### config.mk
export PLATFORM = sky130hd
export DESIGN_NAME = mux4_rr_arbiter_flat
export DESIGN_NICKNAME = d
export VERILOG_FILES = /design/src/rtl/mux4_rr_arbiter_if.sv /design/src/rtl/mux4_rr_arbiter.sv /design/src/flat_wrapper.sv
export SDC_FILE = /design/constraint.sdc
export NUM_CORES = 1
export LEC_CHECK = 0
export BUFFER_PORTS_ARGS = -buffer_cell sky130_fd_sc_hd__clkbuf_2
export CAP_MARGIN = 10
export CORE_MARGIN = 5
export CORE_UTILIZATION = 39
export CTS_BUF_LIST = sky130_fd_sc_hd__clkbuf_8
export DETAILED_ROUTE_END_ITERATION = 8
export PLACE_DENSITY = 0.74
export SYNTH_ARGS = -nofsm -noshare
export SYNTH_HDL_FRONTEND = slang
export SYNTH_SLANG_ARGS = --single-unit
export TNS_END_PERCENT = 50
### constraint.sdc
create_clock -name clk -period 2.45 [get_ports clk]
set_clock_uncertainty 0.2 [all_clocks]
set_input_delay 0.49 -clock clk [delete_from_list [all_inputs] [get_ports clk]]
set_output_delay 0.49 -clock clk [all_outputs]
set_load 0.02 [all_outputs]
### src/rtl/mux4_rr_arbiter_if.sv
// mux4_rr_arbiter_if: request/data/grant bundle and output stream of the
// four-requester mux arbiter. The master side belongs to the requesters and
// the downstream sink; the slave side belongs to the arbiter.
interface mux4_rr_arbiter_if #(
   parameter int WIDTH = 32
);
   logic [3:0]       req;
   logic [WIDTH-1:0] in1;
   logic [WIDTH-1:0] in2;
   logic [WIDTH-1:0] in3;
   logic [WIDTH-1:0] in4;
   logic [3:0]       gnt;
   logic [1:0]       sel;
   logic [WIDTH-1:0] out;
   logic             out_valid;
   logic             out_ready;

   modport master (
      output req, in1, in2, in3, in4, out_ready,
      input  gnt, sel, out, out_valid
   );

   modport slave (
      input  req, in1, in2, in3, in4, out_ready,
      output gnt, sel, out, out_valid
   );
endinterface

### src/rtl/mux4_rr_arbiter.sv
// mux4_rr_arbiter: round-robin arbiter in front of a 4:1 WIDTH-bit mux.
// One requester wins per transfer; its word is registered into a single
// output stage with a valid/ready handshake. The output stage is a two-state
// FSM (EMPTY/FULL) whose state is out_valid itself.
// Optional build macro MUX4_ARB_PRIO0_EN: requester 0 gets strict priority
// and its grants leave the round-robin pointer untouched.
module mux4_rr_arbiter #(
   parameter int WIDTH     = 32,
   parameter int PTR_RESET = 0
) (
   input  logic               clk,
   input  logic               rst_n,
   mux4_rr_arbiter_if.slave   bus
);

   localparam logic [1:0] PTR_INIT = PTR_RESET[1:0];

   typedef enum logic {
      ST_EMPTY = 1'b0,
      ST_FULL  = 1'b1
   } state_t;

   state_t           state_q, state_d;
   logic [WIDTH-1:0] out_q, out_d;
   logic [1:0]       sel_q, sel_d;
   logic [1:0]       ptr_q, ptr_d;

   logic             load;
   logic             has_win;
   logic             ptr_upd;
   logic [1:0]       win;
   logic [3:0]       req_rot;
   logic [3:0]       gnt_c;
   logic [1:0]       cand_idx [4];
   logic [WIDTH-1:0] in_arr   [4];

   assign in_arr[0] = bus.in1;
   assign in_arr[1] = bus.in2;
   assign in_arr[2] = bus.in3;
   assign in_arr[3] = bus.in4;

   // The stage can take a new word when it is empty or being drained.
   assign load = (state_q == ST_EMPTY) || bus.out_ready;

   // Rotate the request vector so that position 0 is the pointer's requester.
   genvar gi;
   generate
      for (gi = 0; gi < 4; gi++) begin : g_rot
         assign cand_idx[gi] = ptr_q + 2'(gi);
         assign req_rot[gi]  = bus.req[cand_idx[gi]];
      end
   endgenerate

   // Winner selection; suppressed while stalled or while reset is held.
   always_comb begin
      has_win = 1'b0;
      win     = 2'd0;
      ptr_upd = 1'b0;
      if (load && rst_n) begin
         // Scan from the far end so the nearest set bit to ptr wins last.
         for (int i = 3; i >= 0; i--) begin
            if (req_rot[i]) begin
               has_win = 1'b1;
               win     = cand_idx[i];
            end
         end
         ptr_upd = has_win;
`ifdef MUX4_ARB_PRIO0_EN
         if (bus.req[0]) begin
            win     = 2'd0;
            ptr_upd = 1'b0;
         end
`endif
      end
   end

   generate
      for (gi = 0; gi < 4; gi++) begin : g_gnt
         assign gnt_c[gi] = has_win && (win == 2'(gi));
      end
   endgenerate

   // Next-state of the output stage, select and pointer.
   always_comb begin
      state_d = state_q;
      out_d   = out_q;
      sel_d   = sel_q;
      ptr_d   = ptr_q;
      case (state_q)
         ST_EMPTY: if (has_win) state_d = ST_FULL;
         ST_FULL:  if (bus.out_ready) state_d = has_win ? ST_FULL : ST_EMPTY;
         default:  state_d = ST_EMPTY;
      endcase
      if (has_win) begin
         out_d = in_arr[win];
         sel_d = win;
      end
      if (ptr_upd) begin
         ptr_d = win + 2'd1;
      end
   end

   // State registers; reset clears the stage immediately, dropping any held word.
   always_ff @(posedge clk or negedge rst_n) begin
      if (!rst_n) begin
         state_q <= ST_EMPTY;
         out_q   <= '0;
         sel_q   <= 2'd0;
         ptr_q   <= PTR_INIT;
      end else begin
         state_q <= state_d;
         out_q   <= out_d;
         sel_q   <= sel_d;
         ptr_q   <= ptr_d;
      end
   end

   assign bus.gnt       = gnt_c;
   assign bus.sel       = sel_q;
   assign bus.out       = out_q;
   assign bus.out_valid = (state_q == ST_FULL);

endmodule

### src/flat_wrapper.sv
// flat-port wrapper written by rule: the top's interface ports become plain ports
module mux4_rr_arbiter_flat 
#(
   parameter int WIDTH     = 32,
   parameter int PTR_RESET = 0
)
  (clk, rst_n, bus_req, bus_in1, bus_in2, bus_in3, bus_in4, bus_out_ready, bus_gnt, bus_sel, bus_out, bus_out_valid);
  mux4_rr_arbiter_if #(.WIDTH(WIDTH)) bus_i ();
  input  logic clk;
  input  logic rst_n;
  input wire logic [$bits(bus_i.req)-1:0] bus_req;
  input wire logic [$bits(bus_i.in1)-1:0] bus_in1;
  input wire logic [$bits(bus_i.in2)-1:0] bus_in2;
  input wire logic [$bits(bus_i.in3)-1:0] bus_in3;
  input wire logic [$bits(bus_i.in4)-1:0] bus_in4;
  input wire logic [$bits(bus_i.out_ready)-1:0] bus_out_ready;
  output wire logic [$bits(bus_i.gnt)-1:0] bus_gnt;
  output wire logic [$bits(bus_i.sel)-1:0] bus_sel;
  output wire logic [$bits(bus_i.out)-1:0] bus_out;
  output wire logic [$bits(bus_i.out_valid)-1:0] bus_out_valid;
  assign bus_i.req = bus_req;
  assign bus_i.in1 = bus_in1;
  assign bus_i.in2 = bus_in2;
  assign bus_i.in3 = bus_in3;
  assign bus_i.in4 = bus_in4;
  assign bus_i.out_ready = bus_out_ready;
  assign bus_gnt = bus_i.gnt;
  assign bus_sel = bus_i.sel;
  assign bus_out = bus_i.out;
  assign bus_out_valid = bus_i.out_valid;
  mux4_rr_arbiter #(.WIDTH(WIDTH), .PTR_RESET(PTR_RESET)) u_core (.clk(clk), .rst_n(rst_n), .bus(bus_i));
endmodule
Yosys cells after proc, flatten, opt, wreduce, memory -nomap -nowiden

Cells that the tools add are included.

Flip-flop bits (word level): 37
Input bits: 135
Output and inout bits: 39
Logic and storage cells: 49

Add/sub/neg operators: 4
$lt $le $gt $ge: 5
Equality and inequality tests: 3
Mux-type cells: 24
Bitwise logic cells: 2
Reduce and logical (&&, ||, !) cells: 7

Operators by type and width:

| cell                | count |
|---|---|
| $bmux 32 s2         | 1 |
| $mux 32             | 2 |
| $lt 2x3->1 const B  | 4 |
| $mux 1              | 11 |
| $mux 2              | 5 |
| $bmux 1 s2          | 4 |
| $logic_and 1x1->1   | 5 |
| $add 2x1->2 const B | 2 |
| $add 2x2->2 const B | 2 |
| $eq 2x2->1 const B  | 2 |
| $ge 3x3->1 const B  | 1 |
| $not 2->3           | 1 |
| $eq 2x1->1 const B  | 1 |
| $logic_not 2->1     | 1 |
| $pmux 1 s2          | 1 |
| $logic_or 1x1->1    | 1 |
| $not 1->1           | 1 |

Depth between registers and ports, before layout

Gate-level depths: netlist of the first run.

Depth after elaboration: 12
Mapped depth: 7
Mapped depth without buffers: 5

Worst setup path after synthesis of the first run

No wires, ideal clock.

Path kind: flip-flop to output port
Start point: reg u_core.ptr_q[1]
End point: out bus_gnt[3]
Data arrival time: 1.720 ns
Data required time: 1.760 ns
Setup slack: 0.040 ns
Cell stages (with the launch flop): 7
Path buffers: 2
Cell sequence: dfrtp_1 buf_2 mux2i_1 a32o_1 nor3_4 buf_2 nor2b_1

Longest elaborated chain between the ends: 10

Ends and longest elaborated chain:

| element                      | line                   | text |
|---|---|---|
| start, declared              | mux4_rr_arbiter.sv:26  | `logic [1:0] ptr_q, ptr_d;` |
| start signal, assigned       | mux4_rr_arbiter.sv:114 | `ptr_q <= ptr_d;` |
| $add 2x2->2                  | mux4_rr_arbiter.sv:49  | `assign cand_idx[gi] = ptr_q + 2'(gi);` |
| $bmux 1 s2                   | mux4_rr_arbiter.sv:50  | `assign req_rot[gi] = bus.req[cand_idx[gi]];` |
| $mux 1 (implied by the code) | mux4_rr_arbiter.sv:50  |  |
| $mux 2 (4 in a row)          | mux4_rr_arbiter.sv:62  | `if (req_rot[i]) begin` |
| $mux 2                       | mux4_rr_arbiter.sv:59  | `if (load && rst_n) begin` |
| $eq 2x2->1                   | mux4_rr_arbiter.sv:79  | `assign gnt_c[gi] = has_win && (win == 2'(gi));` |
| $logic_and 1x1->1 *          | mux4_rr_arbiter.sv:79  |  |
| end, declared                | flat_wrapper.sv:17     | `output wire logic [$bits(bus_i.gnt)-1:0] bus_gnt;` |

Mark *: on every way between the ends. The rest lies on a longest branch, timed or not. The select of a mux whose other input is x is not followed.

Final worst setup path of the first run

Ends and elaborated chain as after synthesis.

==> impl_metrics.ini, run 1 <==
[run_status]
status = finished clean

[flow_run]
drv_cap = 0

[detailed_routing]
dr.pass1.iters = 4
wl_per_cell_um = 16.3
drt_iter0_drc = 127
route.vias.total = 2697
vias_per_cell = 5.35
drt-total-wl_mm = 8.24
ant_nets = 0
drc = 0

[critical_path]
worst-endpoint-arrival_ps = 1710
worst-setup-path-type = register to primary output
crit_end = bus_gnt[3]
rr_worst_depth = 6
r2r_slack_ps = 320
reg2reg_from = u_core.ptr_q[1]
critical_path.max_fanout = 8
cp-startpoint = u_core.ptr_q[1]
regToRegEndpoint = u_core.bus.out[29]
crit_path_end_kind = primary output
start_kind = register
cp.required_ps = 1760

[yosys]
synth_enable_flop_cells = 0
yosysUniqueCellTypes = 30
yosys_warnings = 0
async_flop_share = 1.00
syn_avg_cell_area_um2 = 9.48
synth.yosys.seq_area_share = 0.383
ys_top_cells_by_area = dfrtp_1, mux2i_1, a311oi_1, nor2b_1, o22ai_1
ys.flop_type = dfrtp_1
synthesis.area_um2 = 2420
synth_top_cell_by_area = dfrtp_1
synth_most_common_cell = dfrtp_1
synth_top_area_frac = 0.383
synth_commonest_cells = dfrtp_1, nor2_1, mux2i_1, nor2b_1
syn_inst = 255
ys_ff_latch = 37
syn-num-nets = 390

[clock_network]
cts_tree = done
path_clk_slew_ps = 70
cts_sinks = 37
h-tree-depth = 2
hold_buffers = 0
cts-root-buf = clkbuf_8
worst_skew_pair.late_latency_ps = 280
cts.path.max_buffers = 2
cts_inserted_buffers = 5

[final_layout]
diodes = 0
syn_to_final_growth_pct = 44.6
final_area_um2 = 3500
final_layout_size_suffix_gt1_frac = 0.476
nFillCells = 556
instances_no_fill = 504
nNetsFinal = 563

[power_and_ir_drop]
seq_power_share = 0.326
p_int_w = 0.00160
swShare = 0.433
power.switching_w = 0.00122
clock_power_share = 0.144
combPwrFrac = 0.530
peakVddDrop_mv = 0.370
power_leakage_nw = 1.79
total_power_w = 0.00282
powerDensity_nw_per_um2 = 808

[floorplanning]
floorplan.initialDensity = 0.404
fp-row-count = 28
core-area_um2 = 5990
io_pins = 174
die_area_um2 = 7870
die_h_um = 88.7
die_x_um = 88.7

[global_route]
antenna_found_initial = 0
grt_max_degree = 38
track_usage = 0.207
grt_pass1_vias = 2728
grt_overflow = 0
grt_first_pass_wirelength_mm = 12.8

[sta]
relSlewSlack = 0.675
final_max_slew_viol_count = 0
finalSetupViolCount = 0
grt_setup_unrepaired = yes
hold_viol = 0
tightest_slew_ps = 487
timing.fmax_mhz = 417
period_needed_ps = 2400
tns_ps = 0
hold_slack_ps = 94.2
finalCritPeriodShare = 0.978

[placed_design]
place_congestion = 0.784
dp.cells = 495
portBuffers = 173
dp_hpwl_mm = 6.40
place_area_um2 = 3390

[min_path]
hold_class = input pin to async pin
[sequential cells by signal, indices dropped and copies added (netlist names)]
name	cells
u_core.ptr_q	2
u_core.bus.out	32
u_core.bus.sel	2
u_core.bus.out_valid	1
[layer usage]
metal  up-vias  GRT usage  routed length (um)
met5         -          0                   0
met4         0     0.0495                 116
met3         8     0.0521                 645
met2       114      0.355                4120
met1      1263      0.260                3360
li1       1312          -                   -
[metrics by stage]
step / utilization / setup slack, ps
finish: 0.584 / 54.4
global route: 0.584 / -34.7
CTS: 0.580 / 16.0
detailed placement: 0.566 / 100
global placement: 0.566 / 182
floorplan: - / 40.4
[worst max-delay path, cell delays in order, from the launching register on]
cell and delay [ps]:
dfrtp_2 460, mux2i_1 130, a32o_2 260, nor3_4 240
nor2b_2 180, buf_4 140
[power by group through the flow]
stage	sequential (W)	combinational, W	clock, W
3_3_place_gp	0.000926	0.00147	0
2_1_floorplan	0.00112	0.000782	0
5_1_grt	0.000947	0.00162	0.000453
3_5_place_dp	0.000929	0.00149	0
4_1_cts	0.000921	0.00150	0.000424
6_report	0.000921	0.00150	0.000407
[cell type report]
| type | count | area [um^2] | area share |
|---|---|---|---|
| Multi-Input combinational cell | 193 | 1370 | 0.391 |
| Clock buffer | 5 | 68.8 | 0.0197 |
| Inverter | 2 | 7.51 | 0.00215 |
| Sequential cell | 37 | 927 | 0.265 |
| Clock inverter | 3 | 15.0 | 0.00429 |
| Tap cell | 75 | 93.8 | 0.0268 |
| Timing Repair Buffer | 189 | 1020 | 0.291 |
[kinds of logic after synthesis]
family / after synthesis / share of synthesized area
compound gates: 73 / 0.233
xor+xnor: 1 / 0.00362
buf+inv: 25 / 0.0554
flops: 37 / 0.383
mux: 33 / 0.137
simple gates: 86 / 0.188
[worst min-delay path by stage]
| stage | from | end | slack, ps |
|---|---|---|---|
| after global routing | rst_n | u_core.bus.out[14] | 140 |
| after global placement | u_core.bus.sel[1] | u_core.bus.sel[1] | 270 |
| after CTS | rst_n | u_core.bus.sel[1] | 110 |
| after floorplan | rst_n | u_core.bus.out[0] | -6 |
| final | rst_n | u_core.bus.out[11] | 90 |
| after detailed placement | u_core.bus.sel[1] | u_core.bus.sel[1] | 270 |
[what timing repair did]
item / CTS / global route
setup endpoints to repair: 1 / 3
setup buffers: 0 / 1
gates resized for setup: 1 / 7
gates cloned: 0 / 0
pin swaps: 0 / 1
[placed cells by master (no fill, tap or decap), types with 2 or more instances in the layout]
| master | netlist | layout |
|---|---|---|
| nor2b_1 | 33 | 32 |
| a21oi_1 | 3 | 2 |
| a311oi_1 | 32 | 32 |
| buf_12 | 0 | 2 |
| nand2_1 | 5 | 5 |
| dfrtp_1 | 37 | 36 |
| nor2_1 | 35 | 34 |
| o22ai_1 | 32 | 32 |
| inv_1 | 2 | 4 |
| and2_1 | 2 | 2 |
| nor3_1 | 2 | 2 |
| clkbuf_8 | 0 | 5 |
| buf_4 | 3 | 16 |
| nand2b_1 | 3 | 3 |
| mux2i_1 | 33 | 33 |
| clkbuf_2 | 0 | 171 |
Power figures use the tool's default switching activity.
==> run 2, diff against run 1 <==
--- a/config.mk
+++ b/config.mk
@@ -9,8 +9,9 @@
 export CAP_MARGIN = 10
 export CORE_MARGIN = 5
 export CORE_UTILIZATION = 39
-export CTS_BUF_LIST = sky130_fd_sc_hd__clkbuf_8
+export CTS_BUF_LIST = sky130_fd_sc_hd__clkbuf_4 sky130_fd_sc_hd__clkbuf_8
 export DETAILED_ROUTE_END_ITERATION = 8
+export HOLD_SLACK_MARGIN = 0.15
 export PLACE_DENSITY = 0.74
 export SYNTH_ARGS = -nofsm -noshare
 export SYNTH_HDL_FRONTEND = slang
==> run 2 against run 1 <==
  * Register-to-register slack barely moved
  * Flip-flop and latch count is the same
  * Setup slack lost 0.56 ps
  * Design area up 0.50%
  * Clock power increased by 6.9%
  * Final cell count rose by 0.20%
  * Hold slack better by 200 ps
  * Via count is essentially flat
  * Critical path depth stayed put
  * Power up 1.0%
  * Largest power group unchanged
==> impl_metrics.ini, run 2 (synthesized netlist as in run 1, its figures left out) <==
[critical_path]
start_kind = register
crit_end = bus_gnt[3]
crit_slowest_cell = dfrtp_2
regToRegEndpoint = u_core.bus.out[29]
r2r_slack_ps = 310
crit_path_max_incr_delay_ps = 460
rr_worst_depth = 6
path_cells = mux2i_1 -> a32o_2 -> nor3_4 -> nor2b_2 -> buf_4
critical_path.max_fanout = 8
worst-setup-path-type = register to primary output
cp_top_family = flip-flops
worst-endpoint-arrival_ps = 1710
cp-startpoint = u_core.ptr_q[1]
reg2reg_from = u_core.ptr_q[1]
crit_path_end_kind = primary output
worst-path-stages = 5
cp.required_ps = 1760
worst-path-buf-inv = 1

[sta]
grt_setup_unrepaired = yes
tns_ps = 0
period_needed_ps = 2400
timing.fmax_mhz = 417
final_max_slew_viol_count = 0
finalSetupViolCount = 0
tightest_slew_ps = 490
relSlewSlack = 0.673
finalCritPeriodShare = 0.978
hold_viol = 0

[clock_network]
cts_tree = done
worst_skew_pair.late_latency_ps = 280
path_clk_slew_ps = 70
cts_inserted_buffers = 5
h-tree-depth = 2
cts.path.max_buffers = 2
cts-root-buf = clkbuf_8
cts_sinks = 37

[detailed_routing]
drt_iter0_drc = 133
dr.pass1.iters = 4
route.vias.total = 2698
vias_per_cell = 5.34
wl_per_cell_um = 16.3
drt-total-wl_mm = 8.25
drc = 0
ant_nets = 0

[run_status]
status = finished clean

[global_route]
grt_pass1_vias = 2740
grt_max_degree = 38
track_usage = 0.207
grt_overflow = 0
grt_first_pass_wirelength_mm = 12.9
antenna_found_initial = 0

[final_layout]
final_util = 0.586
final_common_cell = clkbuf_2
diodes = 0
final_layout_size_suffix_gt1_frac = 0.479
largest_register_ffs = 32
nFillCells = 556
nNetsFinal = 564
final_area_um2 = 3510
final_cell_mix = clkbuf_2, dfrtp_1, nor2_1
syn_to_final_growth_pct = 45.3

[placed_design]
place_area_um2 = 3390
place_congestion = 0.784
portBuffers = 173
dp_hpwl_mm = 6.40

[min_path]
hp-start = u_core.bus.sel[1]
hold_class = register to register

[power_and_ir_drop]
total_power_w = 0.00285
power_leakage_nw = 1.79
powerDensity_nw_per_um2 = 812
peakVddDrop_mv = 0.372

[floorplanning]
die_x_um = 88.7
floorplan.initialDensity = 0.404
core-area_um2 = 5990
fp-row-count = 28
die_area_um2 = 7870
die_h_um = 88.7
io_pins = 174

[flow_run]
drv_cap = 0
## run 2: cell count changes in the layout (fill, tap and decap cells not counted), sizes merged
cell / previous run / this run
clkbuf: 176 / 178
dlygate4sd3: 0 / 1
inv: 4 / 2
## run 2: where the power goes
| part | internal, W | switching, W |
|---|---|---|
| logic | 0.000609 | 0.000887 |
| registers | 0.000800 | 0.000120 |
| clock network | 0.000223 | 0.000212 |
| total | 0.00163 | 0.00122 |
## run 2: worst min-delay path: stages (launching register included)
cell	delay (ps)
dfrtp_1	360
nand2_1	50
nand2_1	50
## run 2: final cells by class
type	count	area, um^2	share of cell area
inverter	2	7.51	0.00214
tap	75	93.8	0.0267
clock buffer	7	83.8	0.0239
multi-input combinational	193	1370	0.389
sequential	37	927	0.264
clock inverter	1	7.51	0.00214
timing repair buffer	190	1030	0.292
## run 2: repair_timing
action,in CTS,in global routing
pin swaps,0,1
setup buffers,0,1
hold endpoints to repair,37,0
resized for setup,1,7
cloned,0,0
endpoints found under the setup margin,1,3
hold buffers,1,0
## run 2: routing by layer
layer / vias to the layer above / global-route usage / part of all wire
met3: 8 / 0.0466 / 0.082
met5: - / 0 / 0
met2: 119 / 0.355 / 0.50
met1: 1258 / 0.261 / 0.41
met4: 0 / 0.0577 / 0.014
li1: 1313 / - / -
## run 2: how the worst min path moves through the flow
stage                                end  cells past startpoint
finish                 u_core.bus.sel[1]                      2
global route           u_core.bus.out[4]                      3
detailed placement     u_core.bus.sel[1]                      2
floorplan              u_core.bus.out[0]                      0
global placement       u_core.bus.sel[1]                      2
CTS                 u_core.bus.out_valid                      3
## run 2: metrics by stage
stage                     instances  hold WS (ps)  worst slack [ps]
final                           505           292              53.9
after global routing            505           314             -32.2
after CTS                       504           291              17.7
after detailed placement        495           268               100
after global placement          495           270               182
after floorplan                 255         -5.59              40.4
==> run 3, diff against run 2 <==
==> constraint.sdc (replaced) <==
create_clock -name clk -period 2.4 [get_ports clk]
set_clock_uncertainty 0.2 [all_clocks]
set_input_delay 0.48 -clock clk [delete_from_list [all_inputs] [get_ports clk]]
set_output_delay 0.48 -clock clk [all_outputs]
set_load 0.02 [all_outputs]
==> run 3 against run 2 <==
  * Via count fell by 0.30%
  * Critical endpoint is now bus_gnt[1]
  * Power rose by 2.0%
  * Die area did not move
  * Utilization fell by 0.19 points
  * Largest cell class unchanged
  * Register-to-register slack got worse by 60 ps
  * Highest routed layer unchanged
  * Clock-buffer cell count fell by 2
  * Final cell count fell by 0.20%
==> impl_metrics.ini, run 3 (synthesized netlist as in run 1, its figures left out) <==
[critical_path]
path_cells = mux2i_1 -> a32o_2 -> nor3_4 -> and2_1 -> clkbuf_2
crit_path_end_kind = primary output
worst-endpoint-arrival_ps = 1640
reg2reg_from = u_core.ptr_q[1]
start_kind = register
worst-setup-path-type = register to primary output
crit_path_max_incr_delay_ps = 460
cp.required_ps = 1720
critical_path.max_fanout = 8
crit_slowest_cell = dfrtp_2
worst-path-buf-inv = 1
cp_top_family = flip-flops
cp-startpoint = u_core.ptr_q[1]

[clock_network]
cts-root-buf = clkbuf_8
path_clk_slew_ps = 80
cts.path.max_buffers = 2
cts_sinks = 37
cts_tree = done
cts_inserted_buffers = 5
worst_skew_pair.late_latency_ps = 290
h-tree-depth = 2

[sta]
finalSetupViolCount = 0
finalCritPeriodShare = 0.965
tns_ps = 0
relSlewSlack = 0.750
timing.fmax_mhz = 432
tightest_slew_ps = 372
grt_setup_unrepaired = no
period_needed_ps = 2320
final_max_slew_viol_count = 0
hold_viol = 0
hold_slack_ps = 285
setup_slack_ps = 83.1

[min_path]
hold_class = register to register
hp-start = u_core.bus.sel[1]

[power_and_ir_drop]
peakVddDrop_mv = 0.418
power_leakage_nw = 1.78
powerDensity_nw_per_um2 = 830

[detailed_routing]
wl_per_cell_um = 16.3
vias_per_cell = 5.34
route.vias.total = 2690
drt-total-wl_mm = 8.21
drc = 0
drt_iter0_drc = 98
dr.pass1.iters = 4
ant_nets = 0

[placed_design]
portBuffers = 173
dp_hpwl_mm = 6.36
dp.cells = 494
pre_cts_slack_ps = 64.2
place_congestion = 0.776

[global_route]
grt_max_degree = 38
grt_first_pass_wirelength_mm = 12.4
grt_overflow = 0
track_usage = 0.201
grt_pass1_vias = 2612
antenna_found_initial = 0

[floorplanning]
io_pins = 174
fp-row-count = 28
floorplan.initialDensity = 0.404
die_h_um = 88.7
core-area_um2 = 5990
die_area_um2 = 7870
die_x_um = 88.7

[run_status]
status = finished clean

[final_layout]
final_layout_size_suffix_gt1_frac = 0.480
diodes = 0
final_cell_mix = clkbuf_2, dfrtp_1, nor2_1
syn_to_final_growth_pct = 44.9
instances_no_fill = 504
nFillCells = 539
final_common_cell = clkbuf_2
nNetsFinal = 563
largest_register_ffs = 32

[flow_run]
drv_cap = 0
-- run 3: area by class of cell --
type	count	area [um^2]	share of cell area
inverters	2	7.51	0.00214
clock inverters	3	17.5	0.00500
clock buffers	5	68.8	0.0196
multi-input cells	193	1370	0.392
flip-flops and latches	37	927	0.265
well taps	75	93.8	0.0268
repair buffers	189	1020	0.290
-- run 3: path summary, 6_finish.rpt --
path	to	slack [ps]	depth (start not counted)
setup / recovery	bus_gnt[1]	80	5
hold / removal	u_core.bus.sel[1]	280	2
setup reg to reg	u_core.bus.out[31]	250	6
hold reg to reg	u_core.bus.sel[1]	280	2
max in group asynchronous	u_core.ptr_q[1]	1150	3
min in group asynchronous	u_core.bus.out[10]	570	3
-- run 3: worst register-to-register path: stages (launching register included) --
cell      delay [ps]
dfrtp_2          460
and4b_1          250
a311oi_4         320
buf_4            290
nor2b_1           70
a311oi_1         300
o22ai_1          130
-- run 3: where the power goes --
part | total, W | internal (W) | switching (W)
clock | 0.000435 | 0.000201 | 0.000235
combinational | 0.00153 | 0.000624 | 0.000906
sequential | 0.000942 | 0.000816 | 0.000126
-- run 3: what timing repair did --
item	CTS	global route
endpoints found under the setup margin	3	3
setup buffers	0	1
hold buffers	1	0
gates resized for setup	4	3
cloned	0	0
pin swaps	0	1
endpoints found under the hold margin	37	0
-- run 3: routing by layer --
metal	share of wire	track usage	wire, um	up-vias
li1	-	-	-	1315
met1	0.40	0.249	3300	1254
met2	0.51	0.351	4150	114
met3	0.085	0.0512	700	7
met4	0.0079	0.0426	65	0
met5	0	0	0	-
-- run 3: stage by stage --
step                      total power (W)  area, um^2   util
final                             0.00291        3500  0.585
after global routing              0.00309        3500  0.585
after detailed placement          0.00247        3380  0.565
after CTS                         0.00292        3490  0.582
after floorplan                   0.00194        2420      -
after global placement            0.00244        3380  0.565
